### config.mk
export PLATFORM = sky130hd
export DESIGN_NAME = config_load_sequencer
export DESIGN_NICKNAME = d
export VERILOG_FILES = /design/src/rtl/config_load_sequencer_pkg.sv /design/src/rtl/config_load_sequencer.sv
export SDC_FILE = /design/constraint.sdc
export NUM_CORES = 1
export LEC_CHECK = 0
export BUFFER_PORTS_ARGS = -buffer_cell sky130_fd_sc_hd__buf_2
export CAP_MARGIN = 5
export CORE_ASPECT_RATIO = 0.7
export CORE_MARGIN = 8
export CORE_UTILIZATION = 59
export CTS_CLUSTER_DIAMETER = 50
export DETAILED_ROUTE_END_ITERATION = 7
export HOLD_SLACK_MARGIN = 0.02
export PLACE_DENSITY_LB_ADDON = 0.05
export SLEW_MARGIN = 20
export SYNTH_ARGS = -nofsm -noshare
export SYNTH_HDL_FRONTEND = slang
export SYNTH_SLANG_ARGS = --single-unit
### constraint.sdc
create_clock -name clk_i -period 4.7 [get_ports clk_i]
set_input_delay 0 -clock clk_i [delete_from_list [all_inputs] [get_ports clk_i]]
set_output_delay 0 -clock clk_i [all_outputs]
set_load 0.01 [all_outputs]
### src/rtl/config_load_sequencer_pkg.sv
// Shared definitions for the configuration load sequencer: state encoding,
// header field positions and write-target indices.
package config_load_sequencer_pkg;

    typedef enum logic [2:0] {
        ST_IDLE = 3'd0,
        ST_HDR1 = 3'd1,
        ST_DATA = 3'd2,
        ST_CSUM = 3'd3,
        ST_DONE = 3'd4
    } state_e;

    // Header word layout
    localparam int TGT_MSB  = 31;
    localparam int TGT_LSB  = 28;
    localparam int CNT_MSB  = 15;
    localparam int ADDR_MSB = 15;

    localparam int TGT_CFG_A     = 0;
    localparam int TGT_CFG_B     = 1;
    localparam int TGT_AER       = 2;
    localparam int TGT_AXON_MODE = 8;

endpackage

### src/rtl/config_load_sequencer.sv
// Streams header+data words into the neuron core config memories as registered
// one-hot write strobes. Define CFG_LOAD_CHECKSUM_EN for a trailing XOR check word.
//
// state | meaning
// IDLE  | waiting for H0 (target, count)
// HDR1  | waiting for H1 (start address)
// DATA  | one write per accepted word, address auto-increments
// CSUM  | waiting for XOR check word (checksum build only)
// DONE  | one-cycle completion pulse
module config_load_sequencer
    import config_load_sequencer_pkg::*;
#(
    parameter int DSIZE                   = 16,
    parameter int NURN_CNT_BIT_WIDTH      = 8,
    parameter int AXON_CNT_BIT_WIDTH      = 8,
    parameter int CONFIG_PARAMETER_NUMBER = 9,
    parameter int WIDE_TARGET             = TGT_AXON_MODE
) (
    input  logic                                             clk_i,
    input  logic                                             rst_n_i,
    input  logic [31:0]                                      cfg_data_i,
    input  logic                                             cfg_valid_i,
    output logic                                             cfg_ready_o,
    input  logic                                             hold_i,
    output logic [DSIZE*2-1:0]                               config_data_o,
    output logic [NURN_CNT_BIT_WIDTH+AXON_CNT_BIT_WIDTH-1:0] cfg_addr_o,
    output logic [CONFIG_PARAMETER_NUMBER-1:0]               config_write_enable_o,
    output logic                                             ce_o,
    output logic                                             busy_o,
    output logic                                             done_o,
    output logic                                             err_o,
    input  logic                                             err_clr_i
);
    localparam int AW = NURN_CNT_BIT_WIDTH + AXON_CNT_BIT_WIDTH;
    localparam int DW = DSIZE * 2;
    localparam int CW = CNT_MSB + 1;
    localparam int TW = TGT_MSB - TGT_LSB + 1;
    localparam logic [AW-1:0] NURN_MASK = {{AXON_CNT_BIT_WIDTH{1'b0}}, {NURN_CNT_BIT_WIDTH{1'b1}}};

    state_e                               state_q, state_d;
    logic [TW-1:0]                        tgt_q, tgt_d;
    logic                                 tgt_ok_q, tgt_ok_d;
    logic                                 wide_q, wide_d;
    logic [CW-1:0]                        rem_q, rem_d;
    logic [AW-1:0]                        ptr_q, ptr_d, ptr_inc;
    logic [DW-1:0]                        wdata_q, wdata_d;
    logic [AW-1:0]                        waddr_q, waddr_d;
    logic [CONFIG_PARAMETER_NUMBER-1:0]   we_q, we_d;
    logic                                 err_q, err_d, set_err;
    logic                                 accept;
    logic [TW-1:0]                        hdr_tgt;
    logic [CW-1:0]                        hdr_cnt;
`ifdef CFG_LOAD_CHECKSUM_EN
    logic [31:0]                          csum_q, csum_d;
`endif

    // Gated by reset so ready stays low while the block is held in reset.
    assign cfg_ready_o = rst_n_i & ~hold_i & (state_q != ST_DONE);
    assign accept      = cfg_valid_i & cfg_ready_o;
    assign hdr_tgt     = cfg_data_i[TGT_MSB:TGT_LSB];
    assign hdr_cnt     = cfg_data_i[CNT_MSB:0];
    assign ptr_inc     = wide_q ? ptr_q + AW'(1) : (ptr_q + AW'(1)) & NURN_MASK;

    always_comb begin
        state_d  = state_q;
        tgt_d    = tgt_q;
        tgt_ok_d = tgt_ok_q;
        wide_d   = wide_q;
        rem_d    = rem_q;
        ptr_d    = ptr_q;
        wdata_d  = wdata_q;
        waddr_d  = waddr_q;
        we_d     = '0;
        set_err  = 1'b0;
`ifdef CFG_LOAD_CHECKSUM_EN
        csum_d   = csum_q;
`endif
        case (state_q)
            ST_IDLE: if (accept) begin
                tgt_d    = hdr_tgt;
                tgt_ok_d = (32'(hdr_tgt) < CONFIG_PARAMETER_NUMBER);
                wide_d   = (32'(hdr_tgt) == WIDE_TARGET);
                rem_d    = hdr_cnt;
                if (32'(hdr_tgt) >= CONFIG_PARAMETER_NUMBER) set_err = 1'b1;
                if (hdr_cnt == '0) set_err = 1'b1;
                else               state_d = ST_HDR1;
            end
            ST_HDR1: if (accept) begin
                ptr_d   = AW'(cfg_data_i[ADDR_MSB:0]);
                if (!wide_q) ptr_d = ptr_d & NURN_MASK;
                state_d = ST_DATA;
`ifdef CFG_LOAD_CHECKSUM_EN
                csum_d  = '0;
`endif
            end
            ST_DATA: if (accept) begin
                // Illegal targets are still consumed word for word, just never strobed.
                if (tgt_ok_q) we_d = CONFIG_PARAMETER_NUMBER'(1) << tgt_q;
                wdata_d = DW'(cfg_data_i);
                waddr_d = ptr_q;
                ptr_d   = ptr_inc;
                rem_d   = rem_q - CW'(1);
`ifdef CFG_LOAD_CHECKSUM_EN
                csum_d  = csum_q ^ cfg_data_i;
                if (rem_q == CW'(1)) state_d = ST_CSUM;
`else
                if (rem_q == CW'(1)) state_d = ST_DONE;
`endif
            end
`ifdef CFG_LOAD_CHECKSUM_EN
            ST_CSUM: if (accept) begin
                if (cfg_data_i != csum_q) set_err = 1'b1;
                state_d = ST_DONE;
            end
`endif
            ST_DONE: state_d = ST_IDLE;
            default: state_d = ST_IDLE;
        endcase

        err_d = err_clr_i ? 1'b0 : err_q;
        if (set_err) err_d = 1'b1;
    end

    always_ff @(posedge clk_i or negedge rst_n_i) begin
        if (!rst_n_i) begin
            state_q  <= ST_IDLE;
            tgt_q    <= '0;
            tgt_ok_q <= 1'b0;
            wide_q   <= 1'b0;
            rem_q    <= '0;
            ptr_q    <= '0;
            wdata_q  <= '0;
            waddr_q  <= '0;
            we_q     <= '0;
            err_q    <= 1'b0;
`ifdef CFG_LOAD_CHECKSUM_EN
            csum_q   <= '0;
`endif
        end else begin
            state_q  <= state_d;
            tgt_q    <= tgt_d;
            tgt_ok_q <= tgt_ok_d;
            wide_q   <= wide_d;
            rem_q    <= rem_d;
            ptr_q    <= ptr_d;
            wdata_q  <= wdata_d;
            waddr_q  <= waddr_d;
            we_q     <= we_d;
            err_q    <= err_d;
`ifdef CFG_LOAD_CHECKSUM_EN
            csum_q   <= csum_d;
`endif
        end
    end

    assign config_data_o         = wdata_q;
    assign cfg_addr_o            = waddr_q;
    assign config_write_enable_o = we_q;
    assign ce_o                  = |we_q;
    assign busy_o                = (state_q != ST_IDLE);
    assign done_o                = (state_q == ST_DONE);
    assign err_o                 = err_q;

endmodule

After elaboration in Yosys (flattened, before gate mapping)
Index checks and enable logic that the tools add are counted.
{"block": "totals", "ff_bits": 99, "in_bits": 37, "out_inout_bits": 62, "wordCells": 65}
{"block": "op_classes", "addsub": 2, "order_cmp": 2, "n_eq_ne": 11, "shifts": 1, "n_mux": 23, "bitwise_logic": 4, "reduce_logical": 12}
{"operator": "two-way mux 16 bit", "n": 6}
{"operator": "case mux 16 bit (2 select lines)", "n": 2}
{"operator": "two-way mux 9 bit", "n": 3}
{"operator": "adder 16 x 1 -> 16 bit (second input constant)", "n": 1}
{"operator": "equality test 16 x 1 -> 1 bit (second input constant)", "n": 1}
{"operator": "zero test 16 bit", "n": 1}
{"operator": "subtractor 16 x 1 -> 16 bit (second input constant)", "n": 1}
{"operator": "two-way mux 3 bit", "n": 5}
{"operator": "inequality test 2 bit (second input constant)", "n": 5}
{"operator": "case mux 3 bit (3 select lines)", "n": 1}
{"operator": "OR reduction 9 bit", "n": 1}
{"operator": "left shift 1 x 4 -> 9 bit (first input constant)", "n": 1}
{"operator": "two-way mux 1 bit", "n": 6}
{"operator": "AND reduction 3 bit", "n": 2}
{"operator": "nonzero test 2 bit", "n": 3}
{"operator": "AND reduction 5 bit", "n": 1}
{"operator": "equality test 4 bit (second input constant)", "n": 1}
{"operator": "greater-or-equal comparator 4 bit (second input constant)", "n": 1}
{"operator": "less-than comparator 4 bit (second input constant)", "n": 1}
{"operator": "AND reduction 2 bit", "n": 2}
{"operator": "AND 1 bit", "n": 3}
{"operator": "equality test 3 x 1 -> 1 bit (second input constant)", "n": 1}
{"operator": "equality test 3 x 2 -> 1 bit (second input constant)", "n": 1}
{"operator": "equality test 3 bit (second input constant)", "n": 1}
{"operator": "other kinds (4)", "n": 4}

Longest topological paths before layout
{"block": "depth", "ltp_word": 7, "ltp_mapped": 6}

Worst setup path before layout
OpenSTA, ideal clock, no wires.
{"block": "synth_path", "path_type": "reg2reg", "start": "reg state_q[2]", "end": "reg rem_q[13]", "arrival_ns": 1.647, "setup_slack_ns": 2.922, "stages_incl_launch_ff": 5, "n_path_buf": 1, "cell_sequence": "dfrtp_1 > buf_2 > nor3_2 > mux2_2 > or3b_1"}
{"block": "synth_between", "elab_chain_cells": 5}
{"element": "start: declaration", "line": "config_load_sequencer.sv:40", "rtl": "state_e state_q, state_d;"}
{"element": "start signal: assignment", "line": "config_load_sequencer.sv:140", "rtl": "state_q <= state_d;"}
{"element": "inequality test 3 bit", "line": "config_load_sequencer.sv:58", "rtl": "assign cfg_ready_o = rst_n_i & ~hold_i & (state_q != ST_DONE);"}
{"element": "AND 1 bit", "line": "config_load_sequencer.sv:58"}
{"element": "AND 1 bit", "line": "config_load_sequencer.sv:59", "rtl": "assign accept = cfg_valid_i & cfg_ready_o;"}
{"element": "inequality test 2 bit (no line)"}
{"element": "AND reduction 3 bit (no line)"}
{"element": "end signal: assignment", "line": "config_load_sequencer.sv:144", "rtl": "rem_q <= rem_d;"}
{"element": "end: declaration", "line": "config_load_sequencer.sv:44", "rtl": "logic [CW-1:0] rem_q, rem_d;"}
Parallel ways exist; a longest one is shown, timed or not.
A chain may end at the register's enable or synchronous reset.

Worst setup path in the final report
{"block": "layout_path", "start": "reg state_q[1]", "end": "reg waddr_q[15], in the netlist cfg_addr_o[15]"}
{"block": "layout_between", "elab_chain_cells": 4}
{"element": "inequality test 3 bit", "line": "config_load_sequencer.sv:58"}
{"element": "AND 1 bit", "line": "config_load_sequencer.sv:58"}
{"element": "AND 1 bit", "line": "config_load_sequencer.sv:59"}
{"element": "AND reduction 2 bit (no line) *"}
{"element": "end signal: assignment", "line": "config_load_sequencer.sv:147", "rtl": "waddr_q <= waddr_d;"}
{"element": "end: declaration", "line": "config_load_sequencer.sv:47", "rtl": "logic [AW-1:0] waddr_q, waddr_d;"}
Mark *: on every way between the ends. The rest lies on a longest branch, timed or not.

==> reports/results.ini <==
[clock_tree]
post-cts-setup-buffers=0
htreeDepth=3
cts-root-buf=clkbuf_16
cts.path.max_buffers=2
clock-sinks=99
cts_buffers=9
cts_tree=built
insertion_delay_ns=0.35
clkSlewWorstSetupHoldPaths_ns=0.07

[min_path]
min_path_cells=3
hold-path-endpoint=state_q[1]
min_from=cfg_valid_i
hold_path.class=in -> reg

[setup_path]
regToRegEndpoint=cfg_addr_o[15]
critical_path_arrival_ns=3.09
cp.required_ns=4.93
worstSetupPathType=reg -> reg
worstPathMaxFanout=38
cp-end-kind=flip-flop
r2r_start=state_q[1]
startpoint_type=flip-flop
reg2reg_setup_slack_ns=1.84
ff2ff_path_depth=5

[timing]
tightest_slew_ns=0.776
slew_violations=0
fmax_mhz=349
tns_ns=0
finalSetupViolations=0
hold_violations=0
slew_headroom_pct=48.0
fin_skew_ns=0.00893
rsz0062_at_grt=no
fin_crit_sh_pct=60.9
min_period_ns=2.86

[global_route]
antenna_found_initial=0
grt_pass1_wl_mm=21.2
grt_overflow=0
grt_usage_pct=24.2
grt_pass1_vias=4030
grt_max_degree=59

[pwr]
power_leakage_nw=2.65
power_density_mw_per_mm2=575
total_power_mw=3.41
ir_drop_mv=0.448

[outcome]
status=complete, no violations

[routing]
post-route-drc-count=0
vias=4054
dr.pass1.iters=6
wl_mm=12.9
dr.first_iter.drc_count=383
viasPerCell=6.18
ant_nets=0
wire_per_inst_um=19.7

[yosys]
ys_ff_latch=99
ys_top_cells_by_area=dfrtp_1 53%, mux2_2 13%, nand2_1 2.8%, o21ai_0 2.3%, nor2_1 1.8%
async_reset_ff_share_pct=100
yosysWarnings=0
synthFlopType=dfrtp_1
yosysTopAreaCell=dfrtp_1
yosysSeqAreaShare_pct=52.6
synthDistinctLibCells=50
synth_area_per_cell_sq_um=11.0
syn_area_sq_mm=0.00471
synth_fp_nets=468
synth_edf_count=0
synth.top_cell.area_share_pct=52.6
netlist_instances=428

[cells_and_area]
nNetsFinal=592
num_antenna_cells=0
utilization_pct=76.0
layout-drive-gt1-share_pct=32.3
area_growth_pct=25.9
fillCellCount=535

[die]
coreArea_sq_mm=0.00780
die_h_um=90.7
start_util_pct=60.3
num_io_pins=99
die-area_sq_mm=0.0111
rows=27
dieWidth_um=123

[placement]
gp_congestion=0.908
dpl.hpwl_mm=8.42
port_buffers=98

[flow_run]
drv_cap=0

sequential cells by signal, summed over array words and instances (netlist names):
name                   cells
state_q                    3
ptr_q                     16
rem_q                     16
cfg_addr_o                16
tgt_q                      4
tgt_ok_q                   1
config_data_o             32
wide_q                     1
config_write_enable_o      9
err_o                      1
cell usage in the layout (no fill, tap or decap), drive strengths merged, types with 5 or more instances in the layout:
cell and count:
buf 102, dfrtp 99, mux2 54, nand2 35
dlygate4sd3 34, o21ai 22, nor2 22, nor3 15
a21oi 14, nand3 13, inv 12, nor4 12
o211ai 10, or3 9, clkbuf 9, o31a 8
o22ai 7, and2 7, nand4 6, nand3b 5
report_power, final:
group,leakage (nW),internal (mW),switching [mW]
registers,1.24,1.20,0.331
clock network,0.152,0.460,0.309
logic,1.26,0.529,0.582
worst max path at each step:
stage / start / endpoint / slack, ns / cells after the start
after floorplan: state_q[2] / rem_q[13] / 2.92 / 4
after global placement: state_q[1] / config_data_o[15] / 1.94 / 5
after detailed placement: state_q[1] / cfg_addr_o[13] / 1.87 / 5
after CTS: state_q[1] / config_data_o[14] / 1.86 / 5
after global routing: state_q[1] / cfg_addr_o[15] / 1.66 / 5
final: state_q[1] / cfg_addr_o[15] / 1.84 / 5
cells in the mapped netlist, drive strengths merged (11+ instances only):
| library cell | n |
|---|---|
| nand3 | 13 |
| a21oi | 14 |
| nor4 | 12 |
| nor2 | 22 |
| inv | 11 |
| dfrtp | 99 |
| clkbuf | 12 |
| nand2 | 35 |
| nor3 | 15 |
| mux2 | 54 |
| o21ai | 22 |
| buf | 11 |
layer usage:
layer | routed length, um | global-route usage [%] | vias up | share of wire, %
met4 | 249 | 7.58 | 0 | 1.9
li1 | - | - | 1842 | -
met2 | 6060 | 36.6 | 210 | 47
met1 | 5500 | 33.0 | 1973 | 43
met5 | 0 | 0 | - | 0
met3 | 1110 | 6.43 | 29 | 8.6
layout make-up:
| class | count | area [sq um] | area share [%] |
|---|---|---|---|
| inverter | 11 | 41.3 | 0.696 |
| multi-input combinational | 295 | 2110 | 35.6 |
| tap | 101 | 126 | 2.13 |
| sequential | 99 | 2480 | 41.8 |
| clock buffer | 9 | 225 | 3.80 |
| timing repair buffer | 136 | 867 | 14.6 |
| clock inverter | 5 | 78.8 | 1.33 |
metrics by stage:
stage	cells	instance area, sq um	setup WS [ns]	hold WS [ns]
6_report	656	5930	1.84	0.0477
5_1_grt	656	5930	1.66	0.0680
2_1_floorplan	428	4710	2.92	-0.296
4_1_cts	655	5910	1.86	0.0287
3_3_place_gp	607	5270	1.94	0.0361
3_5_place_dp	607	5270	1.87	0.0295
kinds of logic after synthesis:
logic type	synth area share (%)
simple gates	17.4
flops	52.6
xor+xnor	0.186
buf+inv	2.95
fa+ha+maj	0.797
mux	13.6
compound gates	12.5
repair_timing:
item	in CTS	in global routing
hold buffers	34	0
endpoints found under the hold margin	83	0
resized for setup	0	0
critical path, stage by stage (launching register included):
cell	delay, ns
dfrtp_1	0.59
or3b_1	0.39
buf_4	0.26
nor2_4	0.65
buf_4	0.45
mux2_2	0.39
(Power assumes the default switching activity.)
